`config.mk`:
```
export PLATFORM = sky130hd
export DESIGN_NAME = mult_hilo_ctrl
export DESIGN_NICKNAME = d
export VERILOG_FILES = /design/src/rtl/mult_hilo_ctrl_pkg.sv /design/src/rtl/mult_hilo_ctrl_sign_mag32.sv /design/src/rtl/mult_hilo_ctrl.sv
export SDC_FILE = /design/constraint.sdc
export NUM_CORES = 1
export LEC_CHECK = 0
export ABC_CLOCK_PERIOD_IN_PS = 3050
export CAP_MARGIN = 5
export CORE_ASPECT_RATIO = 1.1
export CORE_UTILIZATION = 44
export DETAILED_ROUTE_END_ITERATION = 10
export PLACE_DENSITY = 0.89
export SETUP_SLACK_MARGIN = 0.05
export SLEW_MARGIN = 20
export SYNTH_ARGS = -nofsm -noshare
export SYNTH_HDL_FRONTEND = slang
export SYNTH_SLANG_ARGS = --single-unit
```
`constraint.sdc`:
```
create_clock -name clk -period 3.05 [get_ports clk]
set_input_delay 0.305 -clock clk [delete_from_list [all_inputs] [get_ports clk]]
set_output_delay 0.305 -clock clk [all_outputs]
set_load 0.02 [all_outputs]
```
`src/rtl/mult_hilo_ctrl_pkg.sv`:
```
// mult_pkg: shared opcodes, FSM states and default timing constants for the HI/LO multiply controller.
package mult_pkg;
    typedef enum logic [2:0] {
        NONE  = 3'd0,
        MULT  = 3'd1,
        MULTU = 3'd2,
        MTHI  = 3'd3,
        MTLO  = 3'd4,
        MFHI  = 3'd5,
        MFLO  = 3'd6
    } op_t;
    typedef enum logic [1:0] {IDLE, LAUNCH, WAIT, FIX} state_t;
    localparam int MIN_LAT_DEF = 2;
    localparam int TIMEOUT_DEF = 40;
endpackage

```
`src/rtl/mult_hilo_ctrl_sign_mag32.sv`:
```
// sign_mag32: two's-complement magnitude and sign of a 32-bit value; 0x80000000 maps to itself.
module sign_mag32 (
    input  logic [31:0] val_i,
    output logic [31:0] mag_o,
    output logic        sign_o
);
    assign sign_o = val_i[31];
    assign mag_o  = val_i[31] ? ~val_i + 32'd1 : val_i;
endmodule

```
`src/rtl/mult_hilo_ctrl.sv`:
```
// mult_hilo_ctrl: sequences signed/unsigned multiplies through an iterative unsigned multiplier
// into HI/LO, serves HI/LO moves, and stalls the CPU while a multiply is in flight.
module mult_hilo_ctrl
    import mult_pkg::*;
#(
    parameter int MIN_LAT = MIN_LAT_DEF,
    parameter int TIMEOUT = TIMEOUT_DEF
) (
    input  logic        clk,
    input  logic        reset,
    input  logic        op_valid,
    input  logic [2:0]  op,
    input  logic [31:0] rs_data,
    input  logic [31:0] rt_data,
    output logic        stall,
    output logic        rd_valid,
    output logic [31:0] rd_data,
    output logic        busy,
    output logic        err,
    output logic [31:0] hi,
    output logic [31:0] lo,
    output logic        mul_valid_in,
    output logic [31:0] mul_a,
    output logic [31:0] mul_b,
    input  logic        mul_valid_out,
    input  logic [63:0] mul_r
);
    localparam int CW = $clog2(TIMEOUT + 1);

    state_t      state_q;
    logic        neg_q, mul_vin_q, err_q;
    logic [31:0] hi_q, lo_q, mul_a_q, mul_b_q;
    logic [63:0] prod_q, fix_d;
    logic [CW-1:0] cnt_q;
    logic [31:0] mag_a, mag_b;
    logic        sgn_a, sgn_b, idle_req, accept;

    sign_mag32 u_abs_a (.val_i(rs_data), .mag_o(mag_a), .sign_o(sgn_a));
    sign_mag32 u_abs_b (.val_i(rt_data), .mag_o(mag_b), .sign_o(sgn_b));

    assign busy     = state_q != IDLE;
    assign idle_req = op_valid && !busy;
    assign stall    = op_valid && busy;
    assign rd_valid = idle_req && (op == MFHI || op == MFLO);
    assign rd_data  = rd_valid ? (op == MFHI ? hi_q : lo_q) : 32'd0;
    // Early valid_out is a leftover from the previous operation and must be ignored.
    assign accept   = mul_valid_out && cnt_q >= CW'(MIN_LAT);
    assign fix_d    = neg_q ? ~prod_q + 64'd1 : prod_q;

    assign hi           = hi_q;
    assign lo           = lo_q;
    assign err          = err_q;
    assign mul_valid_in = mul_vin_q;
    assign mul_a        = mul_a_q;
    assign mul_b        = mul_b_q;

    always_ff @(posedge clk) begin
        if (reset) begin
            state_q   <= IDLE;
            neg_q     <= 1'b0;
            mul_vin_q <= 1'b0;
            err_q     <= 1'b0;
            hi_q      <= 32'd0;
            lo_q      <= 32'd0;
            mul_a_q   <= 32'd0;
            mul_b_q   <= 32'd0;
            prod_q    <= 64'd0;
            cnt_q     <= '0;
        end else begin
            mul_vin_q <= 1'b0;
            err_q     <= 1'b0;
            case (state_q)
                IDLE: begin
                    if (idle_req && op == MULT) begin
                        neg_q     <= sgn_a ^ sgn_b;
                        mul_a_q   <= mag_a;
                        mul_b_q   <= mag_b;
                        mul_vin_q <= 1'b1;
                        state_q   <= LAUNCH;
                    end else if (idle_req && op == MULTU) begin
                        neg_q     <= 1'b0;
                        mul_a_q   <= rs_data;
                        mul_b_q   <= rt_data;
                        mul_vin_q <= 1'b1;
                        state_q   <= LAUNCH;
                    end else if (idle_req && op == MTHI) begin
                        hi_q <= rs_data;
                    end else if (idle_req && op == MTLO) begin
                        lo_q <= rs_data;
                    end
                end
                LAUNCH: begin
                    cnt_q   <= '0;
                    state_q <= WAIT;
                end
                WAIT: begin
                    cnt_q <= cnt_q + 1'b1;
                    if (accept) begin
                        prod_q  <= mul_r;
                        state_q <= FIX;
                    end else if (cnt_q == CW'(TIMEOUT - 1)) begin
                        err_q   <= 1'b1;
                        state_q <= IDLE;
                    end
                end
                default: begin
                    {hi_q, lo_q} <= fix_d;
                    state_q      <= IDLE;
                end
            endcase
        end
    end
endmodule

```
==> impl_metrics.json <==
{
  "status": "finished, final reports clean",
  "rsz0062_at_grt": "true",
  "worst-slew-pin-transition_ps": 829,
  "detailed_place_hpwl_um": 31100,
  "drive_gt1_share_pct": 7.16,
  "chipHeight_um": 168,
  "globalRouteOverflowTotal": 0,
  "worst_ep_arrival_time_ps": 3370,
  "areaGrowthSynthToFinish_pct": 39.4,
  "power.total_uw": 10800,
  "buffers_added_on_ports": 299,
  "cp_slowest_cell": "or3_2",
  "worstPathCellList": "inv_1, ha_1, or4b_1, or4_4, or3_2, nor4_2, mux2i_1, a21oi_1",
  "post-route-period-util_pct": 98.2,
  "crit-reg2reg-capture": "hi[28]",
  "holdPathStages": 2,
  "total_via_count_in_the_routed_design": 12465,
  "synth_top_area_share_pct": 36.8,
  "leading_post_synthesis_cells_by_cell_area": "dfxtp_1 37%, nand2_1 10%, a21oi_1 7.2%",
  "critical_path_capture_point_type": "flop",
  "max_freq_mhz": 334,
  "hold_path.startpoint": "reset",
  "finalHoldViolCount": 0,
  "worstPathBufferInverterCount": 1,
  "netlist_area_before_placement_um2": 11000,
  "wl_per_cell_um": 20.8,
  "synthesis_warnings": 0,
  "path_max_fanout": 5,
  "antenna_violations_before_repair": 1,
  "hold_path_end": "prod_q[62]",
  "nNetsFinal": 1873,
  "postSynth.asyncResetShare_pct": 0,
  "hold_class": "in -> reg",
  "drt_first_pass_iters": 8,
  "grt_pass1_wl_um": 64600,
  "grt_start_max_net_pins": 104,
  "core_um2": 24500,
  "detail_route.iter0.violations": 1326,
  "clock_sinks": 203,
  "finalWorstPathRequiredPeriod_ps": 3000,
  "synthCells": 1461,
  "cap_violations": 0,
  "layout_setup_ws_ps": 54.0,
  "critical-path-max-stage-delay_ps": 590,
  "starting_density_pct": 44.9,
  "cts.reportedPaths.clkPinSlew_ps": 70,
  "grt_pass1_vias": 11773,
  "floorplan.rows": 60,
  "dominant_delay_contributor_by_cell_family_on_the_critical_path": "simple AND/OR/NAND/NOR gates",
  "post_synthesis_sequential_element_count": 203,
  "final-max-slew-violation-count": 0,
  "max-clock-path-buffers": 3,
  "htreeDepth": 1,
  "regToRegSetupSlack_ps": 50,
  "synth_enable_flop_cells": 0,
  "synth_nets": 1604,
  "dp_slack_ps": 90.9,
  "cts_tree": "yes",
  "relSlewSlack_pct": 44.8,
  "cts_buffers": 23,
  "vdd_ir_drop_max_v": 0.000465,
  "rr_startpoint": "prod_q[1]",
  "track_usage_pct": 31.8,
  "design.portCount": 300,
  "ys_seq_area_share_pct": 36.8,
  "stdcell_count": 2058,
  "startpoint_type": "flop",
  "power_per_cell_area_nw_per_um2": 704,
  "leakagePower_uw": 0.00589,
  "setup_total_negative_slack_ps": 0,
  "yosysUniqueCellTypes": 61,
  "final_antenna_net_count": 0,
  "route.detailed.drc": 0,
  "synthDominantAreaCellType": "dfxtp_1",
  "gp_routability_congestion": 0.944,
  "post-cts-setup-buffer-count": 0,
  "cts_root_buffer": "clkbuf_16",
  "chipWidth_um": 153,
  "synth.avg_cell_area_um2": 7.55,
  "worst_skew_pair.late_latency_ps": 530,
  "timing.final.setup_violations": 0,
  "post_cts_hold_buffer_count": 0,
  "dp_cells": 2013,
  "r2r_cells": 8,
  "path_class": "reg -> reg",
  "vias_per_cell": 6.06,
  "critical_path_required_ps": 3430,
  "final.setup_skew_ps": 23.2,
  "postRouteWirelength_um": 42800,
  "die_area_um2": 25700,
  "synthFlopType": "dfxtp_1"
}
-- through the flow --
| stage | cell area, µm² | hold slack, ps | util [%] |
|---|---|---|---|
| after global routing | 15400 | 322 | 62.7 |
| after floorplan | 11000 | 407 | - |
| after CTS | 15300 | 307 | 62.3 |
| after global placement | 14500 | 435 | 58.9 |
| after detailed placement | 14500 | 444 | 58.9 |
| final | 15400 | 300 | 62.7 |
-- cell type report --
class / count / area, µm²
Fill cell: 2023 / 9170
Tap cell: 310 / 388
Sequential cell: 203 / 4070
Antenna cell: 1 / 2.50
Inverter: 20 / 75.1
Timing Repair Buffer: 353 / 3500
Clock inverter: 16 / 201
Multi-Input combinational cell: 1129 / 6540
Clock buffer: 26 / 607
-- repair_timing --
| item | in CTS | in global routing |
|---|---|---|
| cloned | 0 | 2 |
| resized for setup | 3 | 30 |
| pin swaps | 0 | 1 |
| setup endpoints to repair | 9 | 36 |
-- synth_stat cells, types with 4 or more instances --
cell	number
inv_1	20
o31ai_1	22
o211ai_1	19
o41ai_1	14
o21ai_0	69
a211oi_1	57
xnor2_1	45
nand4b_1	4
a2111oi_0	7
ha_1	8
or4_1	16
nor3_1	33
nand2b_1	18
a311oi_1	7
nor2b_1	4
nor4_2	4
nand2_1	293
a221oi_1	8
dfxtp_1	203
o22ai_1	7
a31oi_1	14
o311ai_0	4
nand4_1	4
nor4_1	19
buf_1	9
mux2i_1	21
nand3_1	13
a21oi_1	158
nor2_1	117
clkbuf_1	99
nand3b_1	6
and3_1	13
or3_1	29
xor2_1	52
-- worst reg2reg max path, delay by kind of cell, from the launching register on --
kind	cells	cell delay, ps
fa+ha+maj	1	190
buf+inv	1	80
flops	1	340
mux	1	220
simple gates	4	1910
compound gates	1	90
-- report_power, final --
part	switching, µW	leakage [µW]	total (µW)	internal (µW)
sequential	464	0.00165	3540	3080
clock	1200	0.000388	2980	1780
combinational	2580	0.00385	4300	1720
-- worst max path at each step --
stage | from | end | depth (start not counted)
after global routing | prod_q[1] | hi[4] | 8
after floorplan | prod_q[1] | hi[28] | 10
final | prod_q[1] | hi[28] | 8
after global placement | prod_q[0] | hi[16] | 8
after detailed placement | prod_q[1] | hi[16] | 8
after CTS | prod_q[1] | hi[16] | 8
-- sequential cells by signal, summed over array words and instances, names as in the netlist, 2 cells and up --
signal   flops
hi          32
lo          32
state_q      2
mul_b       32
prod_q      64
mul_a       32
cnt_q        6
-- routing by layer --
| layer | part of all wire, % | global-route usage (%) | vias up |
|---|---|---|---|
| li1 | - | - | 5747 |
| met1 | 38 | 38.1 | 5857 |
| met2 | 47 | 53.4 | 711 |
| met3 | 10 | 7.28 | 150 |
| met4 | 4.9 | 16.6 | 0 |
| met5 | 0 | 0 | - |
-- layout by cell type, fill, tap and decap left out, types with 4 or more instances in the layout --
cell type,Yosys,routed
xor2_1,52,52
nand2_1,293,293
nor4_1,19,19
nand3_1,13,12
a2111oi_0,7,7
a221oi_1,8,8
clkinv_2,0,5
inv_1,20,20
clkinvlp_4,0,4
or4_1,16,15
bufinv_16,0,4
nand3b_1,6,6
nand2b_1,18,18
or3_1,29,29
buf_4,0,51
o311ai_0,4,4
nor2_1,117,115
o22ai_1,7,7
ha_1,8,7
nor3_1,33,33
clkbuf_16,0,23
mux2i_1,21,21
o21ai_0,69,68
a211oi_1,57,57
dfxtp_1,203,202
a21oi_1,158,156
dlymetal6s2s_1,0,26
o41ai_1,14,14
xnor2_1,45,45
a31oi_1,14,14
o211ai_1,19,19
and3_1,13,13
nand4b_1,4,4
nand4_1,4,4
a311oi_1,7,7
o31ai_1,22,21
clkdlybuf4s50_1,0,270
-- cells by family (layout without fill, tap and decap cells) --
| group | Yosys count | in the layout | synth area share (%) |
|---|---|---|---|
| DFF | 203 | 203 | 36.8 |
| muxes | 21 | 21 | 1.90 |
| buffers and inverters | 131 | 415 | 4.55 |
| adders and majority gates | 8 | 8 | 0.907 |
| other | 0 | 1 | 0 |
| and+or+nand+nor | 587 | 589 | 24.3 |
| xor gates and xnor gates | 97 | 97 | 7.70 |
| AOI/OAI and AO/OA | 414 | 414 | 23.8 |
No activity file was read; power rests on OpenSTA's default activity.
